### src/rtl/data_key_search.sv
`default_nettype none
// ============================================================================
// Module   : data_key_search
// Purpose  : Reverse lookup table. Holds NR_KEY entries of {valid, key, data}
//            and, for a requested data value, returns the key and index of the
//            lowest-indexed valid entry whose data matches (data in, key out).
//            One entry is compared per clock; result is held until consumed.
// Ports    : clk, rst_n            - clock, asynchronous active-low reset
//            wr_en/wr_idx/wr_key/wr_data - single-entry table write
//            clr                   - invalidate all entries (wins over wr_en)
//            req_valid/req_ready/req_data - search request handshake
//            resp_valid/resp_ready - response handshake
//            resp_hit/resp_key/resp_idx - search result (key/idx 0 on miss)
// Revision : 1.0 - initial release
// ============================================================================
module data_key_search #(
  parameter int NR_KEY   = 8,
  parameter int KEY_LEN  = 4,
  parameter int DATA_LEN = 8,
  localparam int IW = ($clog2(NR_KEY) > 1) ? $clog2(NR_KEY) : 1
) (
  input  logic                clk,
  input  logic                rst_n,
  input  logic                wr_en,
  input  logic [IW-1:0]       wr_idx,
  input  logic [KEY_LEN-1:0]  wr_key,
  input  logic [DATA_LEN-1:0] wr_data,
  input  logic                clr,
  input  logic                req_valid,
  output logic                req_ready,
  input  logic [DATA_LEN-1:0] req_data,
  output logic                resp_valid,
  input  logic                resp_ready,
  output logic                resp_hit,
  output logic [KEY_LEN-1:0]  resp_key,
  output logic [IW-1:0]       resp_idx
);

  localparam logic [IW-1:0] LAST_IDX = IW'(NR_KEY - 1);

  typedef enum logic [1:0] {
    IDLE = 2'd0,
    SCAN = 2'd1,
    RESP = 2'd2
  } state_t;

  // --------------------------------------------------------------------------
  // Table storage. Each entry owns its registers; flattened views feed the
  // scan multiplexer. Indices with no matching entry are simply never written,
  // so out-of-range wr_idx values fall away naturally.
  // --------------------------------------------------------------------------
  logic [NR_KEY-1:0]   ent_valid;
  logic [KEY_LEN-1:0]  ent_key  [NR_KEY];
  logic [DATA_LEN-1:0] ent_data [NR_KEY];

  for (genvar g = 0; g < NR_KEY; g++) begin : g_entry
    logic                valid_q;
    logic [KEY_LEN-1:0]  key_q;
    logic [DATA_LEN-1:0] data_q;

    always_ff @(posedge clk or negedge rst_n) begin
      if (!rst_n) begin
        valid_q <= 1'b0;
        key_q   <= '0;
        data_q  <= '0;
      end else if (clr) begin
        // clr dominates a simultaneous write: entry ends up invalid
        valid_q <= 1'b0;
      end else if (wr_en && (wr_idx == IW'(g))) begin
        valid_q <= 1'b1;
        key_q   <= wr_key;
        data_q  <= wr_data;
      end
    end

    assign ent_valid[g] = valid_q;
    assign ent_key[g]   = key_q;
    assign ent_data[g]  = data_q;
  end

  // --------------------------------------------------------------------------
  // Search FSM
  // --------------------------------------------------------------------------
  state_t              state;
  logic [IW-1:0]       scan_idx;
  logic [DATA_LEN-1:0] req_q;
  logic                match;

  // Compare uses the table as registered before this edge, so a write landing
  // on the entry under comparison in the same cycle is not observed.
  assign match = ent_valid[scan_idx] && (ent_data[scan_idx] == req_q);

  // Held low while in reset even though the state register reads IDLE.
  assign req_ready = rst_n && (state == IDLE);

  always_ff @(posedge clk or negedge rst_n) begin
    if (!rst_n) begin
      state      <= IDLE;
      scan_idx   <= '0;
      req_q      <= '0;
      resp_valid <= 1'b0;
      resp_hit   <= 1'b0;
      resp_key   <= '0;
      resp_idx   <= '0;
    end else begin
      case (state)
        IDLE: begin
          if (req_valid) begin
            req_q    <= req_data;
            scan_idx <= '0;
            state    <= SCAN;
          end
        end
        SCAN: begin
          if (match) begin
            resp_hit   <= 1'b1;
            resp_key   <= ent_key[scan_idx];
            resp_idx   <= scan_idx;
            resp_valid <= 1'b1;
            state      <= RESP;
          end else if (scan_idx == LAST_IDX) begin
            resp_hit   <= 1'b0;
            resp_key   <= '0;
            resp_idx   <= '0;
            resp_valid <= 1'b1;
            state      <= RESP;
          end else begin
            scan_idx <= scan_idx + IW'(1);
          end
        end
        RESP: begin
          // req_ready is low here, so a new request cannot be taken until
          // the cycle after the response handshake.
          if (resp_ready) begin
            resp_valid <= 1'b0;
            state      <= IDLE;
          end
        end
        default: begin
          state      <= IDLE;
          resp_valid <= 1'b0;
        end
      endcase
    end
  end

endmodule
`default_nettype wire
### config.mk
export PLATFORM = sky130hd
export DESIGN_NAME = data_key_search
export DESIGN_NICKNAME = d
export VERILOG_FILES = /design/src/rtl/data_key_search.sv
export SDC_FILE = /design/constraint.sdc
export NUM_CORES = 1
export LEC_CHECK = 0
export BUFFER_PORTS_ARGS = -buffer_cell sky130_fd_sc_hd__clkbuf_2
export CAP_MARGIN = 20
export CORE_AREA = 3 3 119 121
export CTS_CLUSTER_SIZE = 28
export DETAILED_ROUTE_END_ITERATION = 10
export DIE_AREA = 0 0 122 124
export PLACE_DENSITY = 0.58
export SLEW_MARGIN = 0
export SYNTH_ARGS = -nofsm -noshare
export SYNTH_HDL_FRONTEND = slang
export SYNTH_SLANG_ARGS = --single-unit
### constraint.sdc
create_clock -name clk -period 5.9 [get_ports clk]
set_input_delay 1.18 -clock clk [delete_from_list [all_inputs] [get_ports clk]]
set_output_delay 1.18 -clock clk [all_outputs]
set_load 0.02 [all_outputs]
# After elaboration in Yosys (flattened, before gate mapping)
# Index checks and enable logic that the tools add are counted.
[totals] reg_bits=126 inputBits=29 output_inout_bits=10 wordCells=131
[classes] add_sub_neg=1 n_lt_le_gt_ge=2 n_eq_ne=16 mux=43 bitwise_logic=3 reduce_logical=35
[ops] cell="$bmux W8 S3" n=1
[ops] cell="$mux W1" n=22
[ops] cell="$reduce_and A2 Y1" n=10
[ops] cell="$reduce_bool A2 Y1" n=10
[ops] cell="$mux W4" n=4
[ops] cell="$mux W8" n=2
[ops] cell="$eq A3 B3 Y1 const B" n=5
[ops] cell="$mux W3" n=5
[ops] cell="$bmux W4 S3" n=1
[ops] cell="$logic_and A1 B1 Y1" n=10
[ops] cell="$eq A8 B8 Y1" n=1
[ops] cell="$mux W2" n=4
[ops] cell="$ne A2 B2 Y1 const B" n=4
[ops] cell="$eq A3 B2 Y1 const B" n=2
[ops] cell="$pmux W2 S3" n=1
[ops] cell="$pmux W3 S2" n=1
[ops] cell="$reduce_and A3 Y1" n=2
[ops] cell="$ge A4 B4 Y1 const B" n=1
[ops] cell="$lt A3 B4 Y1 const B" n=1
[ops] cell="$not A3 Y4" n=1
[ops] cell="$reduce_and A4 Y1" n=1
[ops] cell="$add A3 B1 Y3 const B" n=1
[ops] cell="$bmux W1 S3" n=1
[ops] cell="$eq A3 B1 Y1 const B" n=1
[ops] cell="7 further kinds" n=8

# Logic depth before layout (Yosys ltp)
# Gate-level depths: netlist (run 1).
[depth] depth_word=8 mapped_depth=9 ltp_nobuf=6

# Worst setup path after synthesis (run 1)
# No wires, ideal clock.
[synth_timing] kind="input-to-reg" from="in wr_idx[2]" to="reg g_entry[3].data_q[3]" setup_ps=125 arrival_ps=2548 required_time_ps=5775 setup_slack_ps=3228 stages=5 path_buffers=2 cell_sequence="nor3b_1 and3_1 clkbuf_1 buf_1 mux2_2"
[synth_between] elab_chain_cells=3
[synth_rtl] element="from (decl)" line_no="25" source="input logic [IW-1:0] wr_idx,"
[synth_rtl] element="$eq A3 B2 Y1" line_no="69" source="end else if (wr_en && (wr_idx == IW'(g))) begin"
[synth_rtl] element="$logic_and A1 B1 Y1" line_no="69"
[synth_rtl] element="$reduce_and A2 Y1 (no line)"
[synth_rtl] element="to (signal assigned)" line_no="72" source="data_q <= wr_data;"
[synth_rtl] element="to (decl)" line_no="59" source="logic [DATA_LEN-1:0] data_q;"
# No other way between the ends.
# A chain may end at the register's enable or synchronous reset.

# Final worst setup path (run 1)
[layout_timing] from="in rst_n" to="out req_ready"
[layout_between] elab_chain_cells=1
[layout_rtl] element="from (decl)" line_no="23" source="input logic rst_n,"
[layout_rtl] element="$logic_and A1 B1 Y1" line_no="94" source="assign req_ready = rst_n && (state == IDLE);"
[layout_rtl] element="to (decl)" line_no="30" source="output logic req_ready,"
# No other way between the ends.

==> flow_metrics.py, run 1 <==
metrics = {
    "outcome": {
        "status": "complete, no violations",
    },
    "sta": {
        "fmax_mhz": 316,
        "skew_ps": 7.18,
        "setup_tns_ps": 0,
        "rsz0062_at_grt": "no",
        "drv_slew": 0,
        "tightest_slew_ps": 1040,
        "maxSlewHeadroom_pct": 30.7,
        "whs_ps": 472,
        "finalCritPeriodShare_pct": 53.7,
        "fin_crit_ps": 3170,
        "hold_viol": 0,
        "setup_slack_ps": 2730,
        "final-setup-viol-count": 0,
    },
    "clocking": {
        "cts_hold_buffers": 0,
        "htree_levels": 4,
        "clkSinkCount": 126,
        "cts.path.max_buffers": 2,
        "postCtsSetupBuffers": 0,
        "cts_tree": "done",
        "clock-root-buffer": "clkbuf_16",
        "cts_buffers": 17,
        "worstSkewPairLatency_ps": 410,
        "clkSlewWorstSetupHoldPaths_ps": 50,
        "cts_resized": 0,
    },
    "drt": {
        "drc": 0,
        "antenna_left": 0,
        "via_count": 3493,
        "detail_route.vias_per_cell": 5.58,
        "drt_first_pass_iters": 4,
        "post_drt_wl_per_cell_um": 20.0,
        "first_iter_violations": 227,
        "wl_mm": 12.5,
    },
    "synth": {
        "ys.warnings.count": 0,
        "avgSynthCellArea_sq_um": 14.8,
        "synth_area_sq_um": 5860,
        "ys_ff_latch": 126,
        "synthCells": 397,
        "ys_seq_area_share_pct": 53.8,
        "syn-num-nets": 428,
        "yosysUniqueCellTypes": 40,
    },
    "placed_design": {
        "dp.cells": 594,
        "dpl.hpwl_mm": 7.92,
        "io_buffers": 38,
        "place_ws_ps": 2700,
        "globalplace.congestion": 0.805,
    },
    "global_route": {
        "antenna_found_initial": 0,
        "gr-usage-all-layers_pct": 18.4,
        "grt_pass1_wl_mm": 20.5,
        "grt.overflow.total": 0,
        "grt_max_degree": 87,
        "first_global_vias": 3641,
    },
    "floorplan": {
        "coreArea_sq_um": 13200,
        "rows": 42,
        "start_util_pct": 44.4,
        "die_width_um": 122,
        "pin_count": 39,
        "die_area_sq_um": 15100,
        "fp.dieH_um": 124,
    },
    "pwr": {
        "finalPower_mw": 3.44,
        "peakVddDrop_mv": 0.268,
        "power.density_nw_per_um2": 503,
        "power_leakage_nw": 3.04,
    },
    "worst_setup_path": {
        "required_ps": 4720,
        "path_class": "in2out",
        "cp-start-kind": "input port",
        "path_max_fanout": 42,
        "endpoint_kind": "output pin",
        "cp.arrival_ps": 1990,
    },
    "job": {
        "cap_violations": 0,
    },
    "cells_and_area": {
        "syn_to_final_growth_pct": 16.6,
        "instances_no_fill": 626,
        "nets": 469,
        "drive_gt1_share_pct": 45.8,
        "n_antenna_cell": 0,
    },
    "min_path": {
        "hold_class": "reg2reg",
    },
}
where the power goes:
part | switching (mW) | total [mW] | internal [mW]
sequential | 0.187 | 1.28 | 1.09
clock | 0.355 | 1.10 | 0.748
combinational | 0.504 | 1.05 | 0.549
cell usage after synthesis (all sizes together):
library cell  number  area (sq um)
nor3b              3          22.5
o311ai             7          61.3
or2                1          6.26
xor2               7          61.3
nand3              2          15.0
mux2i             15           150
mux4              24           552
a2bb2oi            1          8.76
nand2b             3          18.8
nor2b              5          31.3
mux2             107          1210
dfrtp            126          3150
buf               12          92.6
o211ai             3          22.5
a22oi              1          7.51
nand2             14          52.6
o2111a             2          25.0
inv               10          37.5
a21oi              3          15.0
o2111ai            2          17.5
a311oi             1          26.3
nand4              4          25.0
o21ai              9          45.0
clkbuf            10          47.5
nor2               9          33.8
and3               4          25.0
a21o               4          30.0
nor3               1          5.00
and2               3          18.8
ha                 2          25.0
nand3b             2          15.0
worst max-delay path, stage by stage:
cell and delay, ps:
buf_4 440, and2_1 200, clkbuf_2 160
metal layers:
layer	GRT usage [%]	share of wire (%)	up-vias
li1	-	-	1557
met1	24.8	47	1847
met2	28.6	47	73
met3	5.68	4.5	16
met4	6.09	1.4	0
met5	0	0	-
through the flow:
step,area (sq um),utilization [%]
floorplan,5860,-
global placement,6180,46.9
detailed placement,6180,46.9
CTS,6810,51.6
global route,6830,51.8
finish,6830,51.8
area by class of cell:
cell class              instances  area [sq um]
flip-flops and latches        126          3150
repair buffers                 44           258
inverters                      10          37.5
clock inverters                 6           130
clock buffers                  25           495
well taps                     176           220
fillers                      1109          6360
multi-input cells             239          2540
flip-flops by register name (all words and copies together), names as in the netlist, 2 cells and up:
name and cells:
g_entry.data_q 64, g_entry.key_q 32, g_entry.valid_q 8, req_q 8, resp_idx 3, resp_key 4
scan_idx 3, state 2
path summary, 6_finish.rpt:
check | start | endpoint | slack, ps | cells past startpoint
max in group asynchronous | rst_n | g_entry[2].key_q[3] | 4070 | 3
min | g_entry[5].valid_q | g_entry[5].valid_q | 470 | 1
max reg2reg | scan_idx[0] | resp_key[3] | 2780 | 7
min reg2reg | g_entry[5].valid_q | g_entry[5].valid_q | 470 | 1
max | rst_n | req_ready | 2730 | 3
min in group asynchronous | rst_n | g_entry[0].data_q[2] | 750 | 1
cell families after synthesis:
family | share of synthesized area [%]
adder cells (fa/ha/maj) | 0.427
multiplexers | 32.7
buffers and inverters | 3.03
XOR/XNOR | 1.05
AND/OR/NAND/NOR | 4.59
flip-flops | 53.8
AO/OA/AOI/OAI | 4.42
layout by cell type, fill, tap and decap left out, drive strengths merged, types with 5 or more instances in the layout:
| master | instances |
|---|---|
| mux4 | 24 |
| nor2 | 9 |
| o21ai | 9 |
| nand2 | 14 |
| nor2b | 5 |
| xor2 | 7 |
| mux2i | 15 |
| mux2 | 107 |
| clkbuf | 62 |
| o311ai | 7 |
| dfrtp | 126 |
| inv | 10 |
| buf | 7 |
Power figures use the tool's default switching activity.
==> inputs of run 2 (changes only) <==
Clock period 5.9 ns to 3.3 ns, I/O delays scaled along.
==> run 2 against run 1 <==
Compared with the run above: critical path depth rose by 3; global-route usage fell by 0.73 points; worst setup slack got worse by 2400 ps; sequential share of layout area fell by 0.98 points; non-clock buffer count rose by 7; total power rose by 88%; sequential cell count did not move; critical path type is now reg2reg; critical endpoint is now scan_idx[1].
==> flow_metrics.py, run 2 (synthesis results as in run 1) <==
metrics = {
    "cells_and_area": {
        "fin_util_pct": 52.9,
        "largest-register": "g_entry.data_q",
        "nets": 476,
        "drive_gt1_share_pct": 47.4,
        "syn_to_final_growth_pct": 19.2,
        "n_antenna_cell": 0,
        "largest_register_ffs": 64,
        "final_cell_mix": "125 x dfrtp_1, 105 x mux2_2, 37 x clkbuf_2, 21 x mux4_2, 17 x clkbuf_16",
        "final_common_cell": "dfrtp_1",
        "reg_top3": "g_entry.data_q (64), g_entry.key_q (32)",
        "postLayoutCellArea_sq_um": 6980,
        "fillers": 1117,
    },
    "sta": {
        "whs_ps": 360,
        "tightest_slew_ps": 893,
        "final-setup-viol-count": 0,
        "skew_ps": 6.33,
        "fin_crit_ps": 2930,
        "maxSlewHeadroom_pct": 40.5,
        "setup_tns_ps": 0,
        "drv_slew": 0,
        "hold_viol": 0,
        "fmax_mhz": 342,
        "finalCritPeriodShare_pct": 88.7,
        "rsz0062_at_grt": "no",
    },
    "worst_setup_path": {
        "reg2reg_to": "scan_idx[1]",
        "crit_buf_inv": 0,
        "cp.arrival_ps": 3220,
        "r2r_start": "scan_idx[0]",
        "cpPeakStageDelay_ps": 780,
        "worstPathCellList": "mux4_2, mux2i_1, xor2_1, o2111a_2, a311oi_4, mux2_4",
        "endpoint_kind": "register",
        "path_max_fanout": 20,
        "path_depth": 6,
        "crit_slowest_cell": "dfrtp_2",
        "crit_start": "scan_idx[0]",
        "r2r_slack_ps": 370,
        "cp-endpoint": "scan_idx[1]",
        "cp-start-kind": "register",
        "required_ps": 3590,
        "reg2regPathDepth": 6,
        "critPathTopFamily": "multiplexers",
        "path_class": "reg2reg",
    },
    "drt": {
        "detail_route.vias_per_cell": 5.39,
        "antenna_left": 0,
        "post_drt_wl_per_cell_um": 19.2,
        "via_count": 3420,
        "drc": 0,
        "wl_mm": 12.2,
        "first_iter_violations": 164,
        "drt_first_pass_iters": 4,
    },
    "floorplan": {
        "die_area_sq_um": 15100,
        "fp.dieH_um": 124,
        "die_width_um": 122,
        "pin_count": 39,
        "rows": 42,
        "start_util_pct": 44.4,
        "coreArea_sq_um": 13200,
    },
    "placed_design": {
        "dpl.hpwl_mm": 7.82,
        "io_buffers": 38,
        "placed_cell_area_sq_um": 6250,
        "globalplace.congestion": 0.805,
    },
    "clocking": {
        "cts.path.max_buffers": 2,
        "clkSinkCount": 126,
        "htree_levels": 4,
        "clkSlewWorstSetupHoldPaths_ps": 60,
        "cts_buffers": 17,
        "cts_resized": 0,
        "worstSkewPairLatency_ps": 410,
        "cts_tree": "done",
        "cts_hold_buffers": 0,
        "postCtsSetupBuffers": 0,
        "clock-root-buffer": "clkbuf_16",
    },
    "job": {
        "cap_violations": 0,
    },
    "pwr": {
        "power.density_nw_per_um2": 926,
        "peakVddDrop_mv": 0.484,
        "power_leakage_nw": 3.12,
    },
    "global_route": {
        "first_global_vias": 3642,
        "grt_max_degree": 127,
        "grt.overflow.total": 0,
        "antenna_found_initial": 0,
        "gr-usage-all-layers_pct": 17.6,
        "grt_pass1_wl_mm": 19.8,
    },
    "outcome": {
        "status": "complete, no violations",
    },
    "min_path": {
        "hold_class": "in2async",
    },
}
run 2: cell types whose count changed in the layout (fill, tap and decap cells not counted):
cell        previous run  this run
buf_12                 0         1
buf_16                 1         0
buf_4                  6        13
bufinv_16              4         8
clkbuf_1               4         1
clkbuf_8               4         3
clkinvlp_4             0         1
run 2: cell type report:
type / instances / area (sq um) / share of cell area, %
Inverter: 10 / 37.5 / 0.538
Timing Repair Buffer: 51 / 303 / 4.34
Tap cell: 176 / 220 / 3.15
Sequential cell: 126 / 3150 / 45.2
Clock buffer: 21 / 470 / 6.74
Clock inverter: 11 / 258 / 3.69
Multi-Input combinational cell: 239 / 2540 / 36.4
run 2: through the flow:
| step | instances | worst slack [ps] | power, mW |
|---|---|---|---|
| finish | 634 | 372 | 6.47 |
| global route | 634 | 179 | 6.84 |
| CTS | 634 | 353 | 6.54 |
| detailed placement | 602 | 365 | 4.23 |
| global placement | 602 | 438 | 4.17 |
| floorplan | 397 | 885 | 3.78 |
run 2: how the worst min path moves through the flow:
stage / from / to / slack (ps) / cells after the start
finish: rst_n / g_entry[3].valid_q / 360 / 2
global route: rst_n / g_entry[5].data_q[1] / 430 / 2
CTS: rst_n / g_entry[1].data_q[2] / 410 / 2
detailed placement: g_entry[5].valid_q / g_entry[5].valid_q / 460 / 1
global placement: g_entry[6].valid_q / g_entry[6].valid_q / 450 / 1
floorplan: rst_n / g_entry[0].data_q[0] / 360 / 0
run 2: layer usage:
| layer | GRT usage [%] | share of wire [%] | wire length [um] | vias up |
|---|---|---|---|---|
| met5 | 0 | 0 | 0 | - |
| met4 | 7.28 | 2.0 | 240 | 0 |
| met3 | 4.27 | 3.1 | 381 | 20 |
| met2 | 28.5 | 49 | 5930 | 60 |
| met1 | 23.0 | 46 | 5620 | 1769 |
| li1 | - | - | - | 1571 |
run 2: report_power, final:
part           total [mW]  switching (mW)  internal (mW)
Sequential           2.33           0.380           1.95
Clock                2.28           0.655           1.63
Combinational        1.85           0.842           1.01
Total                6.47            1.88           4.59
==> inputs of run 3 (changes only) <==
Settings changed: GPL_ROUTABILITY_DRIVEN set to 0.
Clock period 3.3 ns to 3.55 ns, I/O delays scaled along.
==> run 3 against run 2 <==
Compared with the run above: first-iteration DRC count grew 53%; hold slack worse by 110 ps; sequential share of layout area is 0.85 points higher; critical path depth stayed put; global-route usage is 0.15 points higher; total power shrank 12%; final cell count did not move; count of clock-buffer cells in the layout increased by 5; non-clock buffer count did not move; critical path type unchanged; critical endpoint is now scan_idx[2]; largest power group unchanged.
==> flow_metrics.py, run 3 (synthesis results as in run 1) <==
metrics = {
    "worst_setup_path": {
        "path_class": "reg2reg",
        "required_ps": 3840,
        "endpoint_kind": "register",
        "cp.arrival_ps": 3340,
        "cp-start-kind": "register",
        "path_max_fanout": 22,
    },
    "cells_and_area": {
        "syn_to_final_growth_pct": 17.0,
        "largest-register": "g_entry.data_q",
        "drive_gt1_share_pct": 46.5,
        "reg_top3": "g_entry.data_q (64), g_entry.key_q (32)",
        "n_antenna_cell": 0,
        "instances_no_fill": 634,
        "postLayoutCellArea_sq_um": 6850,
        "nets": 476,
        "final_cell_mix": "125 x dfrtp_1, 105 x mux2_2, 37 x clkbuf_2, 21 x mux4_2, 17 x clkbuf_16",
        "largest_register_ffs": 64,
        "final_common_cell": "dfrtp_1",
    },
    "drt": {
        "first_iter_violations": 251,
        "drc": 0,
        "via_count": 3459,
        "antenna_left": 0,
        "post_drt_wl_per_cell_um": 19.5,
        "drt_first_pass_iters": 4,
        "detail_route.vias_per_cell": 5.46,
        "wl_mm": 12.4,
    },
    "floorplan": {
        "rows": 42,
        "die_width_um": 122,
        "coreArea_sq_um": 13200,
        "die_area_sq_um": 15100,
        "fp.dieH_um": 124,
        "start_util_pct": 44.4,
        "pin_count": 39,
    },
    "outcome": {
        "status": "complete, no violations",
    },
    "sta": {
        "drv_slew": 0,
        "maxSlewHeadroom_pct": 43.4,
        "setup_tns_ps": 0,
        "whs_ps": 254,
        "final-setup-viol-count": 0,
        "fin_crit_ps": 3050,
        "tightest_slew_ps": 849,
        "skew_ps": 8.56,
        "rsz0062_at_grt": "no",
        "hold_viol": 0,
        "finalCritPeriodShare_pct": 85.8,
        "fmax_mhz": 328,
    },
    "clocking": {
        "cts_buffers": 17,
        "cts_hold_buffers": 0,
        "cts_resized": 0,
        "clock-root-buffer": "clkbuf_16",
        "htree_levels": 4,
        "cts.path.max_buffers": 2,
        "clkSinkCount": 126,
        "clkSlewWorstSetupHoldPaths_ps": 60,
        "worstSkewPairLatency_ps": 420,
        "cts_tree": "done",
        "postCtsSetupBuffers": 0,
    },
    "min_path": {
        "hold_class": "in2async",
    },
    "pwr": {
        "intPower_mw": 3.93,
        "power.share.sequential_pct": 38.3,
        "finalPower_mw": 5.66,
        "p_sw_mw": 1.74,
        "clkPwrFrac_pct": 31.2,
        "power_leakage_nw": 3.06,
        "power_frac_comb_pct": 30.5,
        "peakVddDrop_mv": 0.450,
        "power.density_nw_per_um2": 826,
        "sw_frac_of_total_pct": 30.6,
    },
    "placed_design": {
        "dpl.hpwl_mm": 7.89,
        "placed_cell_area_sq_um": 6230,
        "dp.cells": 601,
        "io_buffers": 38,
    },
    "global_route": {
        "grt.overflow.total": 0,
        "grt_pass1_wl_mm": 19.7,
        "first_global_vias": 3592,
        "antenna_found_initial": 0,
        "gr-usage-all-layers_pct": 17.8,
        "grt_max_degree": 49,
    },
    "job": {
        "cap_violations": 0,
    },
}
run 3: cell count changes in the layout (fill, tap and decap cells not counted):
| cell | delta |
|---|---|
| clkinvlp_4 | -1 |
| clkinv_2 | +1 |
| clkbuf_8 | +1 |
| buf_8 | +1 |
| bufinv_16 | -5 |
| clkbuf_1 | +4 |
| buf_12 | -1 |
run 3: final timing paths:
check | start | end | slack, ps | depth (start not counted)
max | scan_idx[0] | scan_idx[2] | 500 | 6
min | rst_n | req_q[4] | 250 | 1
max reg2reg | scan_idx[0] | scan_idx[2] | 500 | 6
min reg2reg | g_entry[6].valid_q | g_entry[6].valid_q | 470 | 1
max in group asynchronous | rst_n | g_entry[5].key_q[3] | 2320 | 2
min in group clk | g_entry[6].valid_q | g_entry[6].valid_q | 470 | 1
run 3: power groups by stage:
stage	combinational, mW	clock (mW)	sequential (mW)
CTS	1.71	1.80	2.19
global placement	1.66	0	2.21
detailed placement	1.70	0	2.21
floorplan	1.47	0	2.04
global route	1.89	1.87	2.23
finish	1.73	1.77	2.17
run 3: area by class of cell:
cell class | count | area [sq um]
inverters | 10 | 37.5
clock inverters | 6 | 105
well taps | 176 | 220
flip-flops and latches | 126 | 3150
repair buffers | 51 | 298
clock buffers | 26 | 499
fillers | 1088 | 6340
multi-input cells | 239 | 2540
run 3: metal layers:
metal	global-route usage, %	wire [um]	share of wire, %
met3	5.13	518	4.2
met2	26.7	5570	45
met1	24.6	6070	49
met5	0	0	0
met4	7.07	216	1.7
run 3: through the flow:
stage | utilization, % | setup slack, ps
finish | 52.0 | 502
global route | 52.0 | 288
CTS | 51.8 | 546
detailed placement | 47.3 | 570
global placement | 47.3 | 590
floorplan | - | 1130
run 3: worst max-delay path, stage by stage (launching register included):
cell and delay [ps]:
dfrtp_2 830, mux4_2 580, mux2i_1 340, xor2_1 150
o2111a_2 220, a311oi_4 440, mux2_4 340
